$ cat src/rtl/regfile_writeback_arbiter.sv
// Merges ALU and load-return writebacks onto the single RegisterFile write port.
// Losing loads queue in order; pend flags tell decode a source register is still in flight.
module regfile_writeback_arbiter #(
  parameter int DEPTH = 4,
  parameter int XLEN  = 32
) (
  input  logic                     clk,
  input  logic                     rst,
  input  logic                     alu_wen,
  input  logic [4:0]               alu_rd,
  input  logic [XLEN-1:0]          alu_data,
  input  logic                     ld_valid,
  input  logic [4:0]               ld_rd,
  input  logic [XLEN-1:0]          ld_data,
  output logic                     ld_ready,
  input  logic [4:0]               readreg1,
  input  logic [4:0]               readreg2,
  output logic                     pend1,
  output logic                     pend2,
  output logic                     regwrite,
  output logic [4:0]               writereg,
  output logic [XLEN-1:0]          writedata,
  output logic [$clog2(DEPTH):0]   count
);

  localparam int AW = $clog2(DEPTH);
  localparam logic [AW:0] LP_DEPTH = (AW+1)'(DEPTH);

  logic [4:0]      r_fifo_rd   [DEPTH];
  logic [XLEN-1:0] r_fifo_data [DEPTH];
  logic [AW-1:0]   r_rptr;
  logic [AW-1:0]   r_wptr;
  logic [AW:0]     r_count;
  logic            r_regwrite;
  logic [4:0]      r_writereg;
  logic [XLEN-1:0] r_writedata;

  logic            w_alu;
  logic            w_acc;
  logic            w_ld_ok;
  logic            w_empty;
  logic            w_pop;
  logic            w_bypass;
  logic            w_push;
  logic            w_sel_valid;
  logic [4:0]      w_sel_rd;
  logic [XLEN-1:0] w_sel_data;
  logic            w_hit1;
  logic            w_hit2;

  assign ld_ready = !rst && (r_count < LP_DEPTH);
  assign w_alu    = alu_wen && (alu_rd != 5'd0);
  assign w_acc    = ld_valid && ld_ready;
  assign w_ld_ok  = w_acc && (ld_rd != 5'd0);
  assign w_empty  = (r_count == '0);
  assign w_pop    = !w_alu && !w_empty;
  assign w_bypass = !w_alu && w_empty && w_ld_ok;
  assign w_push   = w_ld_ok && !w_bypass;

  always_comb begin
    w_sel_valid = 1'b0;
    w_sel_rd    = 5'd0;
    w_sel_data  = '0;
    priority case (1'b1)
      w_alu: begin
        w_sel_valid = 1'b1;
        w_sel_rd    = alu_rd;
        w_sel_data  = alu_data;
      end
      !w_empty: begin
        w_sel_valid = 1'b1;
        w_sel_rd    = r_fifo_rd[r_rptr];
        w_sel_data  = r_fifo_data[r_rptr];
      end
      w_ld_ok: begin
        w_sel_valid = 1'b1;
        w_sel_rd    = ld_rd;
        w_sel_data  = ld_data;
      end
      default: w_sel_valid = 1'b0;
    endcase
  end

  // Entry i is live when its distance from the read pointer is below count
  always_comb begin
    logic [AW-1:0] off;
    w_hit1 = 1'b0;
    w_hit2 = 1'b0;
    off    = '0;
    for (int i = 0; i < DEPTH; i++) begin
      off = AW'(i) - r_rptr;
      if ({1'b0, off} < r_count) begin
        if (r_fifo_rd[i] == readreg1) w_hit1 = 1'b1;
        if (r_fifo_rd[i] == readreg2) w_hit2 = 1'b1;
      end
    end
  end

  assign pend1 = (readreg1 != 5'd0) &&
                 (w_hit1 || (r_regwrite && r_writereg == readreg1));
  assign pend2 = (readreg2 != 5'd0) &&
                 (w_hit2 || (r_regwrite && r_writereg == readreg2));

  always_ff @(posedge clk) begin
    if (w_push) begin
      r_fifo_rd[r_wptr]   <= ld_rd;
      r_fifo_data[r_wptr] <= ld_data;
    end
  end

  always_ff @(posedge clk) begin
    if (rst) begin
      r_rptr      <= '0;
      r_wptr      <= '0;
      r_count     <= '0;
      r_regwrite  <= 1'b0;
      r_writereg  <= 5'd0;
      r_writedata <= '0;
    end else begin
      if (w_push) r_wptr <= r_wptr + 1'b1;
      if (w_pop)  r_rptr <= r_rptr + 1'b1;
      r_count    <= r_count + {{AW{1'b0}}, w_push}
                            - {{AW{1'b0}}, w_pop};
      r_regwrite <= w_sel_valid;
      if (w_sel_valid) begin
        r_writereg  <= w_sel_rd;
        r_writedata <= w_sel_data;
      end
    end
  end

  assign regwrite  = r_regwrite;
  assign writereg  = r_writereg;
  assign writedata = r_writedata;
  assign count     = r_count;

endmodule

$ cat config.mk
export PLATFORM = sky130hd
export DESIGN_NAME = regfile_writeback_arbiter
export DESIGN_NICKNAME = d
export VERILOG_FILES = /design/src/rtl/regfile_writeback_arbiter.sv
export SDC_FILE = /design/constraint.sdc
export NUM_CORES = 1
export LEC_CHECK = 0
export ABC_AREA = 1
export CAP_MARGIN = 10
export CORE_ASPECT_RATIO = 1.25
export CORE_MARGIN = 8
export CORE_UTILIZATION = 28
export CTS_CLUSTER_SIZE = 16
export DETAILED_ROUTE_END_ITERATION = 7
export GPL_TIMING_DRIVEN = 0
export PLACE_DENSITY = 0.59
export SLEW_MARGIN = 20
export SYNTH_ARGS = -nofsm -noshare
export SYNTH_HDL_FRONTEND = slang
export SYNTH_SLANG_ARGS = --single-unit
$ cat constraint.sdc
create_clock -name clk -period 2.8 [get_ports clk]
set_input_delay 0.28 -clock clk [delete_from_list [all_inputs] [get_ports clk]]
set_output_delay 0.28 -clock clk [all_outputs]
set_load 0.1 [all_outputs]
==> run summary <==
Run status: complete, no violations
Syn_nets: 1133
GRT Util Overall: 0.151
Pre-Repair DR Iteration Count: 5
WL/cell: 18.2 um
Starting Density: 0.282
Distinct cells, synth: 32
Via density: 4.69
Overflow after GRT: 0
Post-route cell area: 11600 um^2
Hold Violations, Final: 0
1st-iter DRT viols: 614
Crit path max-delay family: simple AND/OR/NAND/NOR gates
Final net count: 1278
FP Rows: 74
CP bufs+invs: 2
GPL Wtd Cong: 0.923
Core Region: 32500 um^2
Setup ws final: 173 ps
Placed Cells: 1577
DR DRC count: 0
Synth Area per Inst: 8.87 um^2
Cell-internal power: 5930 uW
Endpoints failing setup: 0
Largest net degree at the start of global routing: 22
Vias in the first global route: 7554
YS warnings: 0
Final period util: 0.938
Clk_skew: 13.6 ps
Die ar.: 38900 um^2
Detail Route Antenna Nets: 0
Power per cell area: 933 nW/um^2
Cell Chain, Critical Path: xor2_1, inv_1, ha_1, nand2_1, nand2_1, nand2_1, nand3_1, nand3_1, nor2_1, nor2_2, clkbuf_4
RSZ-0062 raised after global routing: no
Sequential area share after synthesis: 0.587
Max incr delay on CP: 380 ps
Tightest Hold Check Type: input pin to register
Worst slack, placed: -584 ps
First-pass GRT wire length: 44.0 mm
Hold Worst Slack: 240 ps
Leak: 0.00463 uW
Final min period: 2630 ps
Dpl hpwl: 21.1 mm
Layout cells sized above 1: 0.0688
Rel. slew slack: 0.304
Cells after Synth: 1034
Logic pwr share: 0.438
Flop pwr share: 0.339
Crit-path max FO: 3
Vias: 7560
Root buf cell: clkbuf_16
Slew Viols, Final: 0
Slew @ Worst Pin: 1040 ps
# hold bufs at CTS: 0
Post-synthesis register bit count: 195
Worst EP arrival: 2350 ps
Clock slew at reported path FFs: 70 ps
Die Y: 218 um
Max-Cap Viols: 0
Type of the worst setup path: register to output pin
Maximum VDD drop: 613 uV
Fillers: 3248
Synth Cell Area: 9180 um^2
Critical Path RT: 2520 ps
Most numerous cell on the critical path: nand2_1
Power consumption: 10900 uW
Clock Latency Late Sink: 450 ps
Maximum clock path buffer count: 2
Port buffer count: 121
Slowest-stage cell, CP: dfxtp_1
Ports: 132
Critical path startpoint category: register
Endpoint class of the critical path: output pin
Total routed wirelength: 29.3 mm
Clock Power Share: 0.224
CTS Buf Count: 17
Peak Freq: 381 MHz
Depth of the CTS H-tree: 4
Placed Area: 11000 um^2
Area delta synth->final: 26.9%
Width of the die: 178 um
Sw frac: 0.455
P_sw: 4950 uW
Initial antenna violation count: 2
Final Instance Count excl. Fillers: 1612
Clock sink count: 195
CTS tree: done
## sequential cells by signal, indices dropped and copies added (netlist names), named ones only
register     flops
writereg         5
r_fifo_rd       20
writedata       32
regwrite         1
r_fifo_data    128
count            3
r_rptr           2
r_wptr           2
## per-layer routing
metal / vias up / GRT usage / share of wire
met3: 39 / 0.0264 / 0.056
met4: 0 / 0.0671 / 0.028
met5: - / 0 / 0
met2: 250 / 0.258 / 0.50
met1: 3594 / 0.182 / 0.42
li1: 3677 / - / -
## cell usage in the layout, fill, tap and decap left out, types with 4 or more instances in the layout
| master | Yosys | final |
|---|---|---|
| clkbuf_1 | 32 | 32 |
| inv_6 | 0 | 6 |
| buf_6 | 6 | 6 |
| buf_2 | 11 | 11 |
| nand2_1 | 253 | 252 |
| o21ai_1 | 4 | 4 |
| dfxtp_1 | 47 | 45 |
| nor2_1 | 209 | 203 |
| xnor2_1 | 8 | 8 |
| a21oi_1 | 19 | 19 |
| o21ai_0 | 93 | 93 |
| inv_2 | 4 | 4 |
| nor3_1 | 7 | 7 |
| clkdlybuf4s50_1 | 0 | 118 |
| edfxtp_1 | 148 | 148 |
| o211ai_1 | 5 | 5 |
| nand3_1 | 68 | 68 |
| xor2_1 | 20 | 20 |
| nor2_4 | 0 | 4 |
| ha_1 | 10 | 10 |
| nand4_1 | 4 | 4 |
| clkbuf_16 | 0 | 17 |
| inv_1 | 66 | 65 |
| inv_8 | 0 | 4 |
## per-stage QoR
stage	util	setup TNS (ps)
5_1_grt	0.358	0
3_3_place_gp	0.336	-224100
6_report	0.358	0
4_1_cts	0.358	0
3_5_place_dp	0.340	-60000
2_1_floorplan	-	-10920
## Yosys cell counts
| master | count | area, um^2 |
|---|---|---|
| nor3b_4 | 1 | 18.8 |
| nand2_2 | 3 | 18.8 |
| clkbuf_1 | 32 | 120 |
| o22ai_1 | 2 | 12.5 |
| edfxtp_1 | 148 | 4440 |
| nor2_1 | 209 | 785 |
| and2_1 | 2 | 12.5 |
| nor2_2 | 1 | 6.26 |
| buf_6 | 6 | 67.6 |
| fa_1 | 1 | 20.0 |
| clkbuf_2 | 1 | 5.00 |
| nand4_1 | 4 | 25.0 |
| nand3_2 | 1 | 10.0 |
| a21oi_1 | 19 | 95.1 |
| buf_1 | 3 | 11.3 |
| nand3_1 | 68 | 340 |
| inv_2 | 4 | 15.0 |
| ha_1 | 10 | 125 |
| o211ai_1 | 5 | 37.5 |
| xnor2_1 | 8 | 70.1 |
| nand2_1 | 253 | 950 |
| nor3_4 | 1 | 16.3 |
| nand2_4 | 1 | 11.3 |
| xor2_1 | 20 | 175 |
| inv_1 | 66 | 248 |
| buf_2 | 11 | 55.1 |
| o21ai_0 | 93 | 465 |
| buf_4 | 1 | 7.51 |
| o21ai_1 | 4 | 20.0 |
| dfxtp_1 | 47 | 941 |
| or2_2 | 2 | 12.5 |
| nor3_1 | 7 | 35.0 |
## path summary, 6_finish.rpt
path	start	end	slack (ps)	cells after the start
min reg2reg	writedata[2]$_SDFFE_PP0P_	writedata[2]$_SDFFE_PP0P_	490	2
min	rst	count[1]$_SDFF_PP0_	240	2
max reg2reg	count[2]$_SDFF_PP0_	count[2]$_SDFF_PP0_	180	12
max	r_rptr[1]$_SDFFE_PP0P_	pend2	170	11
## layout make-up
class                   instances  area (um^2)  share of cell area
flip-flops and latches        195         5390               0.463
multi-input cells             715         3310               0.284
repair buffers                126         1300               0.112
well taps                     418          523              0.0449
clock buffers                  19          453              0.0389
plain buffers                  54          267              0.0229
inverters                      70          267              0.0229
clock inverters                13          131              0.0113
diodes                          2         5.00            0.000430
## what timing repair did
action	CTS	global route
endpoints found under the setup margin	64	3
gates resized for setup	10	7
buffers inserted	1	0
pin swaps	1	2
## worst register-to-register path, stage by stage, from the launching register on
cell	delay, ps
dfxtp_2	400
nor3_4	350
inv_2	180
nand2_4	140
inv_2	120
buf_6	170
ha_1	280
inv_1	40
ha_1	180
fa_1	360
inv_1	80
o21ai_0	90
a21oi_1	150
## power groups by stage
stage,sequential (uW),combinational (uW),clock (uW)
3_5_place_dp,3740,4750,0
4_1_cts,3680,4770,2460
3_3_place_gp,3740,4680,0
6_report,3680,4760,2430
5_1_grt,3710,5140,2560
2_1_floorplan,5070,1920,0
## logic make-up (layout without fill, tap and decap cells)
kind of cell / Yosys count / in the layout / synth area share
other: 0 / 2 / 0
AOI/OAI and AO/OA: 123 / 123 / 0.0687
DFF: 195 / 195 / 0.587
buffers and inverters: 124 / 282 / 0.0577
xor gates and xnor gates: 28 / 28 / 0.0267
adders and majority gates: 11 / 11 / 0.0158
and+or+nand+nor: 553 / 553 / 0.244
No activity file was read; power rests on OpenSTA's default activity.
==> RTL change 1, RTL diff (config.mk and constraints unchanged) <==
Register the output `count` once more, cleared by the reset; this adds one clock of latency there. The other outputs are not delayed to match.
--- a/src/rtl/regfile_writeback_arbiter.sv
+++ b/src/rtl/regfile_writeback_arbiter.sv
@@ -134,3 +134,9 @@
   assign writedata = r_writedata;
-  assign count     = r_count;
+  always_ff @(posedge clk) begin
+    if (rst) begin
+      count <= '0;
+    end else begin
+      count <= r_count;
+    end
+  end
 
Function: changed (a bounded check fails within 4 cycles, from zero or initial values and one cycle with rst high).
==> RTL change 1 against the unedited design <==
Sequential cell count up 3. Critical path type is now reg2reg. Worst setup slack gained 0.024 ns. Critical path depth is 2 higher. Area after synthesis down 1.2%. Power shrank 1.2%. Global-route usage down 0.72 points. Wire length decreased by 4.9%. Combinational power shrank 6.5%. Design area fell by 0.11%. Maximum frequency up 0.92%. Clock skew is 0.00068 ns higher.
==> RTL change 1: results (changes against the unedited design) <==
Global route
  – GRT Util Overall: 0.1434 (was 0.1506)
  – First-pass GRT wire length: 41.87 mm (was 44.05 mm)
  – Vias in the first global route: 7,258 (was 7,554)

Setup path
  – WP data arrival: 2.97 ns (was 2.35 ns)
  – Worst stage delay on the critical path: 0.36 ns (was 0.38 ns)
  – Worst setup startpoint: r_count[2] (was r_rptr[1])
  – Worst Setup EP: r_count[2] (was pend2)
  – R2R depth: 13 (was 12)
  – Crit-path slowest cell: fa_1 (was dfxtp_1)

Placement
  – Cell Count Post-Placement: 1,491 (was 1,577)
  – Hpwl dp: 20.46 mm (was 21.12 mm)
  – Area after DPL: 10,990 sq um (was 11,040 sq um)
  – Dpl ws: -0.2813 ns (was -0.5842 ns)

Synthesis
  – Post-synthesis sequential area ratio: 0.6004 (was 0.5869)
  – Synth Register Bits: 198 (was 195)
  – Synth area leaders: edfxtp_1 49%, dfxtp_1 11%, o21ai_0 7.7% (was edfxtp_1 48%, nand2_1 10%, dfxtp_1 10%)
  – Commonest cells in the synthesized netlist: 161 x nor2_1, 148 x edfxtp_1, 146 x nand2_1, 139 x o21ai_0, 66 x inv_1 (was 253 x nand2_1, 209 x nor2_1, 148 x edfxtp_1, 93 x o21ai_0, 68 x nand3_1)
  – Post-Synth Adder-Cell Area: 0.01600 (was 0.01582)
  – Synth unique cells: 34 (was 32)
  – Compound-Gate Fraction of Synth Area: 0.1333 (was 0.06872)
  – Net count after synthesis: 1,051 (was 1,133)
  – Post-synthesis xor/xnor area fraction: 0.03187 (was 0.02672)

Layout
  – Fraction of layout cells with a size suffix above 1: 0.09271 (was 0.06879)
  – Buffers excl. clock: 183 (was 180)
  – Post-Layout Cell Count: 1,525 (was 1,612)
  – Clock buffers: 20 (was 19)
  – Layout clock area frac: 0.05345 (was 0.05017)
  – Multi-input combinational area share: 0.2676 (was 0.2842)
  – Seq area share: 0.4681 (was 0.4626)
  – Multi-input combinational gate total: 627 (was 715)
  – # fillers: 3,157 (was 3,248)
  – Number of non-clock inverters in the layout: 71 (was 70)

Clocking
  – Post-CTS Repair Setup Buffers: 0 (was 1)

Timing
  – Clock skew: 0.01423 ns (was 0.01355 ns)
  – Slew at the pin with the worst max-slew slack: 1.003 ns (was 1.041 ns)

Pwr
  – LEAKAGE: 4.390 nW (was 4.633 nW)
  – Peak VDD IR: 0.3855 mV (was 0.6126 mV)

Status
  – Run status: complete, no violations (unchanged)

Floorplan
  – Core area: 31,880 sq um (was 32,500 sq um)

Drt
  – Final WL: 27.88 mm (was 29.32 mm)
## RTL change 1: cell count changes after synthesis, sizes merged, moves of 11 or more
cell / before / now
o21ai: 97 / 155
buf: 21 / 35
nor2: 210 / 162
nand3: 69 / 18
nand2: 257 / 151
clkbuf: 33 / 21
a21oi: 19 / 52
or2: 2 / 13
o22ai: 2 / 17
## RTL change 1: power breakdown
part           internal (mW)  total, mW  switching [mW]
clock network           1.52       2.60            1.08
registers               3.48       3.69           0.208
logic                   1.21       4.45            3.24
total                   6.22       10.7            4.53
## RTL change 1: worst reg2reg max path, stage by stage, from the launching register on
cell and delay [ns]:
dfxtp_1 0.31, buf_6 0.14, nor3b_4 0.28, nand2_1 0.15, buf_6 0.18, inv_2 0.15
nand2_4 0.16, ha_1 0.31, inv_1 0.04, ha_1 0.18, fa_1 0.36, inv_1 0.07
o21ai_0 0.08, a21oi_1 0.14
## RTL change 1: per-layer routing
layer  GRT usage  share of wire  vias to the layer above
li1            -              -                     3495
met1      0.1653           0.40                     3404
met2      0.2494           0.50                      201
met3     0.02962          0.056                       51
met4     0.06820          0.038                        0
met5           0              0                        -
## RTL change 1: worst min path at each step
stage	startpoint	slack, ns	cells after the start	end
floorplan	ld_data[0]	0.38	0	r_fifo_data[0][0]
global placement	writedata[15]	0.47	2	writedata[15]
detailed placement	writedata[15]	0.47	2	writedata[15]
CTS	rst	0.12	2	r_count[0]
global route	rst	0.14	2	r_count[1]
finish	rst	0.14	2	r_count[0]
## RTL change 1: timing repair
item | 4_1_cts | 5_1_grt
gates cloned | 0 | 0
pin swaps | 0 | 0
setup endpoints to repair | 3 | 3
resized for setup | 12 | 5
## RTL change 1: kinds of logic after synthesis
logic type      after synthesis
fa+ha+maj                    11
xor+xnor                     33
simple gates                350
buf+inv                     127
flops                       198
compound gates              233
==> RTL change 2, RTL diff (same flow settings) <==
Without the edit above. `DEPTH`: 4 -> 2.
--- a/src/rtl/regfile_writeback_arbiter.sv
+++ b/src/rtl/regfile_writeback_arbiter.sv
@@ -3,3 +3,3 @@
 module regfile_writeback_arbiter #(
-  parameter int DEPTH = 4,
+  parameter int DEPTH = 2,
   parameter int XLEN  = 32
Ports: changed (resized count); port bits go from 132 to 131. No check against the original RTL was run, so the function may have changed too.
==> RTL change 2 against the unedited design <==
Sequential share of layout area is 9.9 points lower. Wire length is 29% lower. Core utilization is 2.7 points higher. Sequential power is 36% lower. Sequential cell count is 78 lower. First-iteration DRC count is 39% lower. Clock power is 13% lower. Maximum frequency is 0.16% lower. Design area is 27% lower. Area after synthesis is 32% lower. Power is 20% lower. Hold slack better by 0.24 ns. Worst setup slack worse by 0.0043 ns. Largest cell class unchanged.
==> RTL change 2: results (changes against the unedited design) <==
Clocking
  – Latest clock arrival within the worst-skew pair: 0.41 ns (was 0.45 ns)
  – Post-CTS Repair Setup Buffers: 0 (was 1)

Global route
  – GR Util met2: 0.2694 (was 0.2576)
  – M3 GR Usage: 0.04262 (was 0.02642)
  – Vias in the first global route: 5,986 (was 7,554)
  – Grt met1 use: 0.1752 (was 0.1819)

Layout
  – Nets: 1,071 (was 1,278)
  – Layout clock area frac: 0.06822 (was 0.05017)
  – Fraction of layout cells with a size suffix above 1: 0.07344 (was 0.06879)
  – Clock buffers: 20 (was 19)
  – Buffers excl. clock: 181 (was 180)

Timing
  – Slew at the pin with the worst max-slew slack: 1.070 ns (was 1.041 ns)
  – Worst hold slack: 0.4848 ns (was 0.2404 ns)

Setup path
  – Crit-path slowest cell: dlygate4sd2_1 (was dfxtp_1)
  – R2R depth: 8 (was 12)
  – R2r startpoint: count[1] (was count[2])

Status
  – Run status: complete, no violations (unchanged)

Synthesis
  – Mapped Avg Cell Area: 7.466 sq um (was 8.875 sq um)
  – Post-synthesis sequential area ratio: 0.4975 (was 0.5869)
  – Post-Synth Adder-Cell Area: 0.004038 (was 0.01582)
  – Net count after synthesis: 920 (was 1,133)

Drt
  – WL met2: 10.44 mm (was 14.59 mm)

Placement
  – Cell Count Post-Placement: 1,244 (was 1,577)

Hold path
  – Hold path endpoint: r_fifo_data[1][15] (was count[1])

Pwr
  – Peak VDD IR: 0.7136 mV (was 0.6126 mV)
RTL change 2: changes by cell type after synthesis, sizes merged, moves of 8 or more:
cell / change
buf: +13
clkbuf: -17
xor2: -17
xnor2: -8
o21ai: -87
edfxtp: -74
a21oi: -13
ha: -8
nor2: -104
nand4: +33
nand3: +52
nand2: +45
RTL change 2: where the power goes:
| group | total (mW) | switching, mW | internal, mW | leakage (nW) |
|---|---|---|---|---|
| Sequential | 2.35 | 0.199 | 2.16 | 1.03 |
| Clock | 2.12 | 0.786 | 1.33 | 0.272 |
| Combinational | 4.26 | 3.15 | 1.10 | 2.48 |
| Total | 8.73 | 4.14 | 4.59 | 3.78 |
RTL change 2: metrics by stage:
stage	area (sq um)	utilization	worst slack, ns	total power, mW
after detailed placement	7890	0.3589	-0.3709	6.658
after global routing	8473	0.3855	0.01343	9.218
after floorplan	6215	-	0.1249	5.440
after global placement	7870	0.3580	-0.3694	6.622
after CTS	8466	0.3851	0.008573	8.775
final	8473	0.3855	0.1682	8.727
